==> config.mk <==
export PLATFORM = sky130hd
export DESIGN_NAME = demultiplexor_buf_flat
export DESIGN_NICKNAME = d
export VERILOG_FILES = /design/src/rtl/demultiplexor_buf_if.sv /design/src/rtl/demultiplexor_buf.sv /design/src/flat_wrapper.sv
export SDC_FILE = /design/constraint.sdc
export NUM_CORES = 1
export LEC_CHECK = 0
export ABC_CLOCK_PERIOD_IN_PS = 3100
export CAP_MARGIN = 0
export CORE_MARGIN = 2
export CORE_UTILIZATION = 49
export DETAILED_ROUTE_END_ITERATION = 7
export GPL_TIMING_DRIVEN = 0
export MAX_ROUTING_LAYER = met4
export PLACE_DENSITY = 0.85
export SLEW_MARGIN = 20
export SYNTH_ARGS = -nofsm -noshare
export SYNTH_HDL_FRONTEND = slang
export SYNTH_SLANG_ARGS = --single-unit
==> constraint.sdc <==
create_clock -name i_clk -period 3.1 [get_ports i_clk]
set_clock_uncertainty 0.2 [all_clocks]
set_input_delay 0.62 -clock i_clk [delete_from_list [all_inputs] [get_ports i_clk]]
set_output_delay 0.62 -clock i_clk [all_outputs]
set_load 0.02 [all_outputs]
==> src/rtl/demultiplexor_buf_if.sv <==
// Handshake bundle for demultiplexor_buf: one input stream and four buffered output lanes.
// The slave modport is the demultiplexer side and the master modport is the source/consumer side.
interface demultiplexor_buf_if #(
    parameter int WIDTH = 8
);
    logic [WIDTH-1:0]   i_data;
    logic [1:0]         i_sel;
    logic               i_valid;
    logic               o_ready;
    logic [4*WIDTH-1:0] o_data;
    logic [3:0]         o_valid;
    logic [3:0]         i_ready;
    logic [15:0]        o_accept_cnt;

    modport slave (
        input  i_data,
        input  i_sel,
        input  i_valid,
        input  i_ready,
        output o_ready,
        output o_data,
        output o_valid,
        output o_accept_cnt
    );

    modport master (
        output i_data,
        output i_sel,
        output i_valid,
        output i_ready,
        input  o_ready,
        input  o_data,
        input  o_valid,
        input  o_accept_cnt
    );
endinterface

==> src/rtl/demultiplexor_buf.sv <==
// Registered 1-to-4 demultiplexer with a single-entry buffer per lane and an accept counter.
// A stalled lane only blocks words addressed to it; other lanes keep flowing.
module demultiplexor_buf #(
    parameter int WIDTH = 8
) (
    input  logic                i_clk,
    input  logic                i_rst_n,
    demultiplexor_buf_if.slave  bus
);

    logic [3:0][WIDTH-1:0] data_q;
    logic [3:0][WIDTH-1:0] data_d;
    logic [3:0]            valid_q;
    logic [3:0]            valid_d;
    logic [15:0]           cnt_q;
    logic [15:0]           cnt_d;

    logic                  ready_s;
    logic                  in_xfer_s;
    logic [3:0]            load_s;

    // Only the addressed lane decides acceptance; this path is combinational by design.
    assign ready_s   = !valid_q[bus.i_sel] || bus.i_ready[bus.i_sel];
    assign in_xfer_s = bus.i_valid && ready_s;

    // Decode which lane (if any) loads the incoming word this cycle.
    always_comb begin
        load_s = 4'b0000;
        for (int n = 0; n < 4; n++) begin
            if (in_xfer_s && (bus.i_sel == 2'(n))) begin
                load_s[n] = 1'b1;
            end else begin
                load_s[n] = 1'b0;
            end
        end
    end

    // Per-lane EMPTY/FULL next state; a simultaneous load and drain keeps the lane full.
    always_comb begin
        valid_d = valid_q;
        data_d  = data_q;
        for (int n = 0; n < 4; n++) begin
            if (load_s[n]) begin
                valid_d[n] = 1'b1;
                data_d[n]  = bus.i_data;
            end else if (valid_q[n] && bus.i_ready[n]) begin
                valid_d[n] = 1'b0;
            end else begin
                valid_d[n] = valid_q[n];
            end
        end
    end

    // Free-running accept counter, wraps naturally at 16 bits.
    always_comb begin
        if (in_xfer_s) begin
            cnt_d = cnt_q + 16'd1;
        end else begin
            cnt_d = cnt_q;
        end
    end

    // State registers; reset discards every buffered word immediately.
    always_ff @(posedge i_clk or negedge i_rst_n) begin
        if (!i_rst_n) begin
            valid_q <= 4'b0000;
            data_q  <= '0;
            cnt_q   <= 16'd0;
        end else begin
            valid_q <= valid_d;
            data_q  <= data_d;
            cnt_q   <= cnt_d;
        end
    end

    assign bus.o_ready      = ready_s;
    assign bus.o_valid      = valid_q;
    assign bus.o_data       = data_q;
    assign bus.o_accept_cnt = cnt_q;

endmodule

==> src/flat_wrapper.sv <==
// flat-port wrapper written by rule: the top's interface ports become plain ports
module demultiplexor_buf_flat 
#(
    parameter int WIDTH = 8
)
  (i_clk, i_rst_n, bus_i_data, bus_i_sel, bus_i_valid, bus_i_ready, bus_o_ready, bus_o_data, bus_o_valid, bus_o_accept_cnt);
  demultiplexor_buf_if #(.WIDTH(WIDTH)) bus_i ();
  input  logic i_clk;
  input  logic i_rst_n;
  input wire logic [$bits(bus_i.i_data)-1:0] bus_i_data;
  input wire logic [$bits(bus_i.i_sel)-1:0] bus_i_sel;
  input wire logic [$bits(bus_i.i_valid)-1:0] bus_i_valid;
  input wire logic [$bits(bus_i.i_ready)-1:0] bus_i_ready;
  output wire logic [$bits(bus_i.o_ready)-1:0] bus_o_ready;
  output wire logic [$bits(bus_i.o_data)-1:0] bus_o_data;
  output wire logic [$bits(bus_i.o_valid)-1:0] bus_o_valid;
  output wire logic [$bits(bus_i.o_accept_cnt)-1:0] bus_o_accept_cnt;
  assign bus_i.i_data = bus_i_data;
  assign bus_i.i_sel = bus_i_sel;
  assign bus_i.i_valid = bus_i_valid;
  assign bus_i.i_ready = bus_i_ready;
  assign bus_o_ready = bus_i.o_ready;
  assign bus_o_data = bus_i.o_data;
  assign bus_o_valid = bus_i.o_valid;
  assign bus_o_accept_cnt = bus_i.o_accept_cnt;
  demultiplexor_buf #(.WIDTH(WIDTH)) u_core (.i_clk(i_clk), .i_rst_n(i_rst_n), .bus(bus_i));
endmodule
==> metrics, run 1 <==
mux contribution to synthesized area=18.0%; Clk network pwr share=23.9%; CP max stage cell=mux4_2; Syn Area/Cell=13.9 µm²; first-pass GRT wire length=7530 µm; max cap viols=0; Synth cell types=26; max_slew headroom=56.7%; Gate Count Post-Synth=157; CP arrival=2.23 ns; IO Pins=70; sequential share of the synthesized area=59.5%; GRT met1 Usage=25.6%; DP Wirelength=3250 µm; WS Path Type=input pin to primary output; Std-Cell Rows=24; largest family of logic cells by synthesized area=multiplexers; Slew @ Worst Pin=0.649 ns; FF-to-FF path depth=5; final setup vio count=0; Post-synth top cells=52 x dfrtp_1, 32 x mux2_2, 15 x xnor2_1, 8 x nand4_1, 7 x nand2_1; Synth top area share=59.5%; final setup TNS=0 ns; status=finished clean; met3 Use GR=8.40%; drt total wl=4560 µm; synthesized-area fraction occupied by adder cells=0.572%; met2 usage=30.0%; Remaining DRCs=0; Initial Util=50.5%; Vias per Instance=5.28; Tot Pwr=2.12 mW; Final GP Congestion=0.755; ant diodes=0; grt peak-use layer=met2; largest net degree at the start of global routing=53; total CTS buffers=5; clock slew at reported path FFs=0.09 ns; proportion of layout cells with a drive suffix above 1=24.9%; post-route antenna net violation count=0; sequential fraction of design power=43.2%; H-tree depth=2; number of flops mapped to enable cells by yosys=0; die width=70.8 µm; FF+latch count, synth=52; share of the clock period used by the worst path=98.4%; Lkg Pwr=1.29 nW; syn_nets=175; clk root buf=clkbuf_8; nets=250; post-synthesis simple-gate area fraction=13.5%; clk sinks=52; initial antenna violation count=0; Worst Setup Start Kind=input pin; Crit path required time=2.28 ns; DR iter-0 viols=55; RSZ-0062 raised after global routing=false; Hold Fails Final Rpt=0; Post-Synth XOR/XNOR Area=6.01%; WL/cell=16.0 µm; dpl cell area=2920 µm²; Final Max Tran Viols=0; CP cell instances=clkdlybuf4s50_1 -> nand2b_1 -> mux4_2 -> buf_6 -> dlygate4sd2_1; Net Sw Frac=30.9%; drt first pass iters=4; Core Region=4320 µm²; synth-to-layout area growth=39.6%; number of global-route vias before repair=1,570; cell with the most instances after synthesis=dfrtp_1; Peak Freq=328 MHz; PortBufs=67; Period minus WS final=3.05 ns; Finished Cell Area=3050 µm²; biggest area consumer among synthesized cells=dfrtp_1; Switch Pwr=0.654 mW; CTS max path bufs=2; VDD IR max=0.479 mV; GRT Total Usage=19.9%; Synth Area in Compound Gates=0.229%; Crit path largest cell delay=0.51 ns; Crit Path Max Fanout=10; Clock Latency Late Sink=0.30 ns; Synthesis Warnings=0; combinational share of power=32.9%; Die ar.=5010 µm²; Int Pwr=1.46 mW; Die Height=70.8 µm; ys async rst share=100%; Synth Flop Type=dfrtp_1; Crit. End Element=primary output; fill count=327; TritonCTS clock tree=done; PwrDens=693 nW/µm²; Hold Crit Class=input pin to async pin; ranking of synthesized cells by area=dfrtp_1 60%, mux2_2 16%, xnor2_1 6.0%, nand3_2 2.3%, nand4_1 2.3%; routed via count=1,504; total grt overflow=0; synthesized cell area=2190 µm²
==> repair_timing <==
item / in CTS / in global routing
setup buffers: 1 / 0
hold buffers: 0 / 0
endpoints found under the setup margin: 1 / 0
resized for setup: 1 / 0
==> final cells by class <==
cell class	count	area (µm²)	area share [%]
Buffer	6	42.5	1.39
Clock buffer	7	96.3	3.16
Clock inverter	1	30.0	0.984
Inverter	1	3.75	0.123
Multi-Input combinational cell	98	838	27.5
Sequential cell	52	1300	42.6
Tap cell	52	65.1	2.13
Timing Repair Buffer	68	674	22.1
==> logic make-up (layout without fill, tap and decap cells) <==
| group | Yosys count | after routing |
|---|---|---|
| fa+ha+maj | 1 | 1 |
| compound gates | 1 | 1 |
| mux | 34 | 34 |
| flops | 52 | 52 |
| xor+xnor | 15 | 15 |
| buf+inv | 7 | 83 |
| simple gates | 47 | 47 |
==> state kept, by name (all words and copies together) (netlist names) <==
register,flops
u_core.bus.o_accept_cnt,16
u_core.bus.o_data,32
u_core.bus.o_valid,4
==> metal layers <==
| metal | part of all wire (%) | wire length [µm] |
|---|---|---|
| met5 | 0 | 0 |
| met4 | 0.66 | 30 |
| met3 | 8.8 | 400 |
| met2 | 46 | 2090 |
| met1 | 45 | 2040 |
==> layout by cell type, fill, tap and decap left out, types with 3 or more instances in the layout <==
cell / Yosys / routed
clkdlybuf4s50_1: 0 / 65
and3_1: 4 / 4
dfrtp_1: 52 / 52
nand2_1: 7 / 7
nand2b_1: 4 / 4
nand3_1: 4 / 4
buf_2: 4 / 4
nor2_1: 3 / 3
xnor2_1: 15 / 15
nand4_1: 8 / 8
clkbuf_8: 0 / 7
nand3_2: 5 / 5
mux2_2: 32 / 32
==> worst paths after layout <==
path                                             start                          end  slack (ns)
max reg2reg                      u_core.bus.o_valid[3]   u_core.bus.o_accept_cnt[1]        1.22
max                                     bus_i_ready[3]                  bus_o_ready        0.05
min reg2reg                u_core.bus.o_accept_cnt[15]  u_core.bus.o_accept_cnt[15]        0.29
max in group asynchronous                      i_rst_n         u_core.bus.o_data[3]        2.13
min                                            i_rst_n   u_core.bus.o_accept_cnt[2]        0.13
min in group i_clk         u_core.bus.o_accept_cnt[15]  u_core.bus.o_accept_cnt[15]        0.29
==> power by group through the flow <==
| stage | clock (mW) | sequential (mW) | combinational (mW) |
|---|---|---|---|
| after floorplan | 0 | 1.08 | 0.186 |
| after global placement | 0 | 0.920 | 0.687 |
| after detailed placement | 0 | 0.927 | 0.700 |
| after CTS | 0.512 | 0.916 | 0.706 |
| after global routing | 0.548 | 0.937 | 0.742 |
| final | 0.506 | 0.914 | 0.697 |
==> worst max-delay path: cells and delay by family <==
family                 cells  cell delay (ns)
buffers and inverters      3             0.91
AND/OR/NAND/NOR            1             0.18
multiplexers               1             0.51
==> through the flow <==
step | util, % | hold WS (ns) | setup WS (ns) | std cells
2_1_floorplan | - | 0.124 | 0.794 | 157
3_3_place_gp | 67.6 | 0.260 | -0.299 | 276
3_5_place_dp | 67.5 | 0.290 | -0.237 | 276
4_1_cts | 70.6 | 0.157 | 0.0473 | 285
5_1_grt | 70.6 | 0.175 | 0.0131 | 285
6_report | 70.6 | 0.127 | 0.0499 | 285
(Power assumes the default switching activity.)
==> inputs of run 2 (changes only) <==
--- a/config.mk
+++ b/config.mk
@@ -5,14 +5,15 @@
 export SDC_FILE = /design/constraint.sdc
 export NUM_CORES = 1
 export LEC_CHECK = 0
+export ABC_AREA = 1
 export ABC_CLOCK_PERIOD_IN_PS = 3100
 export CAP_MARGIN = 0
 export CORE_MARGIN = 2
-export CORE_UTILIZATION = 49
+export CORE_UTILIZATION = 52
 export DETAILED_ROUTE_END_ITERATION = 7
 export GPL_TIMING_DRIVEN = 0
 export MAX_ROUTING_LAYER = met4
-export PLACE_DENSITY = 0.85
+export PLACE_DENSITY = 0.86
 export SLEW_MARGIN = 20
 export SYNTH_ARGS = -nofsm -noshare
 export SYNTH_HDL_FRONTEND = slang
==> run 2 against run 1 <==
Global-route usage increased by 6.3 points. Cell count up 61%. Critical endpoint unchanged. Core utilization is 1.2 points higher.
==> metrics, run 2 <==
status=finished clean; Initial Util=53.9%; Crit path required time=2.28 ns; synthesized cell area=2560 µm²; post-route antenna net violation count=0; Critical path destination=bus_o_ready; CTS max path bufs=2; sequential fraction of design power=45.5%; ranking of synthesized cells by area=dfrtp_1 51%, nand2_1 22%, nand4_1 8.5%, buf_6 3.1%, xnor2_1 2.7%; die width=74.2 µm; worst setup path startpoint=bus_i_ready[3]; clk sinks=52; Crit path largest cell delay=0.49 ns; Crit. End Element=primary output; Synth Flop Type=dfrtp_1; Die Height=74.2 µm; drt first pass iters=4; r2r setup slk=1.40 ns; Final GP Congestion=0.878; Hold Crit Class=input pin to async pin; GRT Total Usage=26.3%; WS Path Type=input pin to primary output; Syn Area/Cell=8.07 µm²; share of the clock period used by the worst path=86.0%; Gate Count Post-Synth=318; Die ar.=5510 µm²; max FFs per register=32; number of global-route vias before repair=2,293; clk root buf=clkbuf_8; Lkg Pwr=1.63 nW; Hold Fails Final Rpt=0; Std-Cell Rows=25; Synthesis Warnings=0; Worst Setup Start Kind=input pin; WP buf/inv=3; Crit Path Max Fanout=10; Post-synth top cells=148 x nand2_1, 52 x dfrtp_1, 35 x nand4_1, 18 x nor2_1, 15 x inv_1; CP arrival=1.85 ns; total CTS buffers=5; FF-to-FF path depth=7; Peak Freq=375 MHz; Clock Latency Late Sink=0.30 ns; Int Pwr=1.29 mW; post-CTS resize count=0; CP max stage cell=clkdlybuf4s50_1; Period minus WS final=2.67 ns; nets=410; final setup TNS=0 ns; setup repair bufs after CTS=0; largest net degree at the start of global routing=53; number of hold buffers added after cts=0; Core Region=4750 µm²; ys async rst share=100%; initial antenna violation count=0; number of flops mapped to enable cells by yosys=0; PortBufs=67; leading cell types in the layout, fill and taps excluded=148 x nand2_1, 65 x clkdlybuf4s50_1, 52 x dfrtp_1; tightest hold margin=0.129 ns; cell with the most instances after synthesis=nand2_1; max_slew headroom=57.1%; most common cell after layout, fill and taps aside=nand2_1; Clk network pwr share=20.2%; sequential share of the synthesized area=50.7%; IO Pins=70; ant diodes=0; crit-path leading delay family=buffers and inverters; H-tree depth=2; biggest area consumer among synthesized cells=dfrtp_1; drt total wl=6390 µm; Synth top area share=50.7%; Slew @ Worst Pin=0.643 ns; critical path depth=7; combinational share of power=34.3%; routed via count=2,443; clock slew at reported path FFs=0.09 ns; proportion of layout cells with a drive suffix above 1=6.36%; Final Max Tran Viols=0; syn_nets=336; total grt overflow=0; Switch Pwr=0.694 mW; VDD IR max=0.328 mV; DP Wirelength=4650 µm; RSZ-0062 raised after global routing=false; max cap viols=0; FF-to-FF End=u_core.bus.o_accept_cnt[10]; Remaining DRCs=0; final setup vio count=0; synth-to-layout area growth=33.0%; WL/cell=13.9 µm; TritonCTS clock tree=done; DR iter-0 viols=166; Tot Pwr=1.99 mW; FF+latch count, synth=52; CP cell instances=clkdlybuf4s50_1 -> nand3_1 -> nand2_1 -> nor2_1 -> nand2_2 -> buf_2 -> dlymetal6s2s_1; Net Sw Frac=34.9%; first-pass GRT wire length=10,700 µm; Vias per Instance=5.31; Synth cell types=19; PwrDens=583 nW/µm²; RR Startpoint=u_core.bus.o_accept_cnt[0]
==> run 2: cell types whose count changed after synthesis, sizes merged, moves of 4 or more <==
cell and delta:
clkbuf +4, nor2 +15, nand2 +142, nand3 +5, nand4 +26, nand2b -4, inv +15, and3 -5
xnor2 -7, o21ai +8, mux2 -33
==> run 2: metal layers <==
layer	share of wire [%]	vias up	global-route usage, %
met2	47	102	40.3
met5	0	-	-
met1	43	1148	34.3
met3	7.9	13	6.64
met4	1.9	0	8.93
li1	-	1180	-
==> run 2: power groups by stage <==
stage / clock (mW) / combinational (mW) / sequential [mW]
after floorplan: 0 / 0.202 / 1.05
after global placement: 0 / 0.671 / 0.911
after detailed placement: 0 / 0.686 / 0.914
after CTS: 0.409 / 0.688 / 0.904
after global routing: 0.435 / 0.740 / 0.922
final: 0.401 / 0.682 / 0.905
==> run 2: logic make-up after synthesis <==
family,share of synthesized area (%)
compound gates,1.76
xor+xnor,2.73
fa+ha+maj,0.488
buf+inv,6.63
flops,50.7
simple gates,37.7
==> run 2: final cells by class <==
type                            count  area, µm²
Fill cell                         387       1340
Tap cell                           67       83.8
Sequential cell                    52       1300
Clock buffer                        6       82.6
Multi-Input combinational cell    236       1090
Clock inverter                      2       10.0
Timing Repair Buffer               67        671
Inverter                           17       63.8
Buffer                             13        106
==> run 2: worst min-delay path by stage <==
stage	from	end	depth (start not counted)
2_1_floorplan	i_rst_n	u_core.bus.o_accept_cnt[0]	0
5_1_grt	i_rst_n	u_core.bus.o_accept_cnt[6]	1
3_3_place_gp	u_core.bus.o_data[15]	u_core.bus.o_data[15]	2
3_5_place_dp	u_core.bus.o_data[27]	u_core.bus.o_data[27]	2
4_1_cts	i_rst_n	u_core.bus.o_accept_cnt[3]	1
6_report	i_rst_n	u_core.bus.o_accept_cnt[4]	1
==> run 2: worst register-to-register path: stages, from the launching register on <==
cell and delay (ns):
dfrtp_1 0.43, ha_1 0.23, inv_1 0.06, nor2_1 0.28, nand3_1 0.16, xnor2_1 0.15
nand2_1 0.07, nand2_1 0.04
==> run 2: stage by stage <==
step | util, % | cell area (µm²) | worst slack, ns | cells
after floorplan | - | 2560 | 0.950 | 318
after global placement | 69.8 | 3320 | -0.308 | 452
after detailed placement | 69.8 | 3320 | 0.0488 | 452
after CTS | 71.7 | 3410 | 0.0404 | 460
after global routing | 71.8 | 3410 | 0.341 | 460
final | 71.8 | 3410 | 0.434 | 460
==> inputs of run 3 (changes only) <==
--- a/config.mk
+++ b/config.mk
@@ -5,16 +5,14 @@
 export SDC_FILE = /design/constraint.sdc
 export NUM_CORES = 1
 export LEC_CHECK = 0
-export ABC_AREA = 1
 export ABC_CLOCK_PERIOD_IN_PS = 3100
 export CAP_MARGIN = 0
 export CORE_MARGIN = 2
-export CORE_UTILIZATION = 52
+export CORE_UTILIZATION = 49
 export DETAILED_ROUTE_END_ITERATION = 7
 export GPL_TIMING_DRIVEN = 0
 export MAX_ROUTING_LAYER = met4
-export PLACE_DENSITY = 0.86
-export SLEW_MARGIN = 20
+export PLACE_DENSITY = 0.85
 export SYNTH_ARGS = -nofsm -noshare
 export SYNTH_HDL_FRONTEND = slang
 export SYNTH_SLANG_ARGS = --single-unit
==> run 3 against run 2 <==
Count of clock-buffer cells in the layout rose by 1. Critical path depth decreased by 2. Sequential cell count did not move. Via count fell by 38%. Wire length fell by 28%. Fmax down 12%. Sequential share of layout area up 4.3 points. Core utilization decreased by 0.79 points. Global-route usage fell by 6.1 points. Combinational power rose by 2%. Setup slack got worse by 0.36 ns. Non-clock buffer count is 5 lower.
==> metrics, run 3 (synthesized netlist as in run 1, its figures left out) <==
Peak Freq=330 MHz; Slew @ Worst Pin=0.523 ns; routed via count=1,505; FF-to-FF End=u_core.bus.o_accept_cnt[1]; most common cell after layout, fill and taps aside=clkdlybuf4s50_1; CTS max path bufs=2; RSZ-0062 raised after global routing=false; RR Startpoint=u_core.bus.o_valid[1]; Worst Setup Start Kind=input pin; fill count=328; CP arrival=2.21 ns; GRT Total Usage=20.2%; Remaining DRCs=0; Lkg Pwr=1.30 nW; clk root buf=clkbuf_8; clk sinks=52; Crit Path Max Fanout=10; VDD IR max=0.489 mV; Final Util=71.0%; WS Path Type=input pin to primary output; initial antenna violation count=0; Initial Util=50.5%; post-route antenna net violation count=0; share of the clock period used by the worst path=97.7%; clock slew at reported path FFs=0.09 ns; Die Height=70.8 µm; die width=70.8 µm; WL/cell=16.0 µm; tightest hold margin=0.0180 ns; Period minus WS final=3.03 ns; max_slew headroom=64.9%; DP Wirelength=3300 µm; TritonCTS clock tree=done; final setup TNS=0 ns; max FFs per register=32; DR iter-0 viols=64; proportion of layout cells with a drive suffix above 1=25.2%; largest net degree at the start of global routing=39; Vias per Instance=5.26; H-tree depth=2; Clock Latency Late Sink=0.30 ns; FF-to-FF path depth=5; Std-Cell Rows=24; Hold Crit Class=input pin to async pin; Die ar.=5010 µm²; ant diodes=0; Final Max Tran Viols=0; Hold Fails Final Rpt=0; number of global-route vias before repair=1,559; total grt overflow=0; total CTS buffers=5; PortBufs=67; r2r setup slk=1.21 ns; Crit. End Element=primary output; IO Pins=70; final setup vio count=0; drt first pass iters=4; leading cell types in the layout, fill and taps excluded=65 x clkdlybuf4s50_1, 52 x dfrtp_1, 32 x mux2_2; nets=251; drt total wl=4580 µm; max cap viols=0; PwrDens=688 nW/µm²; Final GP Congestion=0.755; Core Region=4320 µm²; status=finished clean; Crit path required time=2.28 ns; synth-to-layout area growth=40.4%; first-pass GRT wire length=7560 µm
-- run 3: changes by cell type in the layout (fill, tap and decap cells not counted), sizes merged, moves of 7 or more --
cell and delta:
inv -15, xnor2 +7, nor2 -15, o21ai -8, nand2 -142, mux2 +33
nand4 -26
-- run 3: stage by stage --
step	cells	instance area (µm²)	setup WS (ns)	total power, mW
after floorplan	157	2190	0.794	1.27
after global placement	276	2920	-0.299	1.61
after detailed placement	277	2940	-0.240	1.63
after CTS	286	3070	0.0753	2.13
after global routing	286	3070	0.0365	2.22
final	286	3070	0.0722	2.11
-- run 3: worst max path at each step --
stage                    from                     to  slack, ns  cells after the start
6_report       bus_i_ready[3]            bus_o_ready       0.07                      5
5_1_grt        bus_i_ready[3]            bus_o_ready       0.04                      5
4_1_cts        bus_i_ready[3]            bus_o_ready       0.08                      5
3_5_place_dp   bus_i_ready[3]            bus_o_ready      -0.24                      5
3_3_place_gp          i_rst_n  u_core.bus.o_data[10]      -0.30                      1
2_1_floorplan  bus_i_ready[3]            bus_o_ready       0.79                      3
-- run 3: layout make-up --
class / count / area (µm²) / area share (%)
flip-flops and latches: 52 / 1300 / 42.4
inverters: 1 / 3.75 / 0.122
clock inverters: 1 / 30.0 / 0.978
well taps: 52 / 65.1 / 2.12
plain buffers: 6 / 42.5 / 1.39
repair buffers: 69 / 692 / 22.5
multi-input cells: 98 / 838 / 27.3
clock buffers: 7 / 96.3 / 3.14
-- run 3: metal layers --
| metal | global-route usage, % | part of all wire [%] |
|---|---|---|
| met5 | - | 0 |
| met4 | 4.19 | 0.66 |
| met3 | 8.97 | 9.6 |
| met2 | 30.8 | 47 |
| met1 | 25.1 | 42 |
-- run 3: worst max-delay path, stage by stage --
cell	delay, ns
clkdlybuf4s50_1	0.42
nand2b_1	0.17
mux4_2	0.50
buf_6	0.17
dlygate4sd2_1	0.32
-- run 3: what timing repair did --
action                                 4_1_cts  5_1_grt
setup endpoints to repair                    1        0
gates resized for setup                      1        0
endpoints found under the hold margin        0        0
setup buffers                                1        0
hold buffers                                 0        0
-- run 3: power by group --
part	internal, mW	total, mW	switching (mW)
logic	0.368	0.699	0.331
clock network	0.285	0.499	0.214
registers	0.812	0.913	0.101
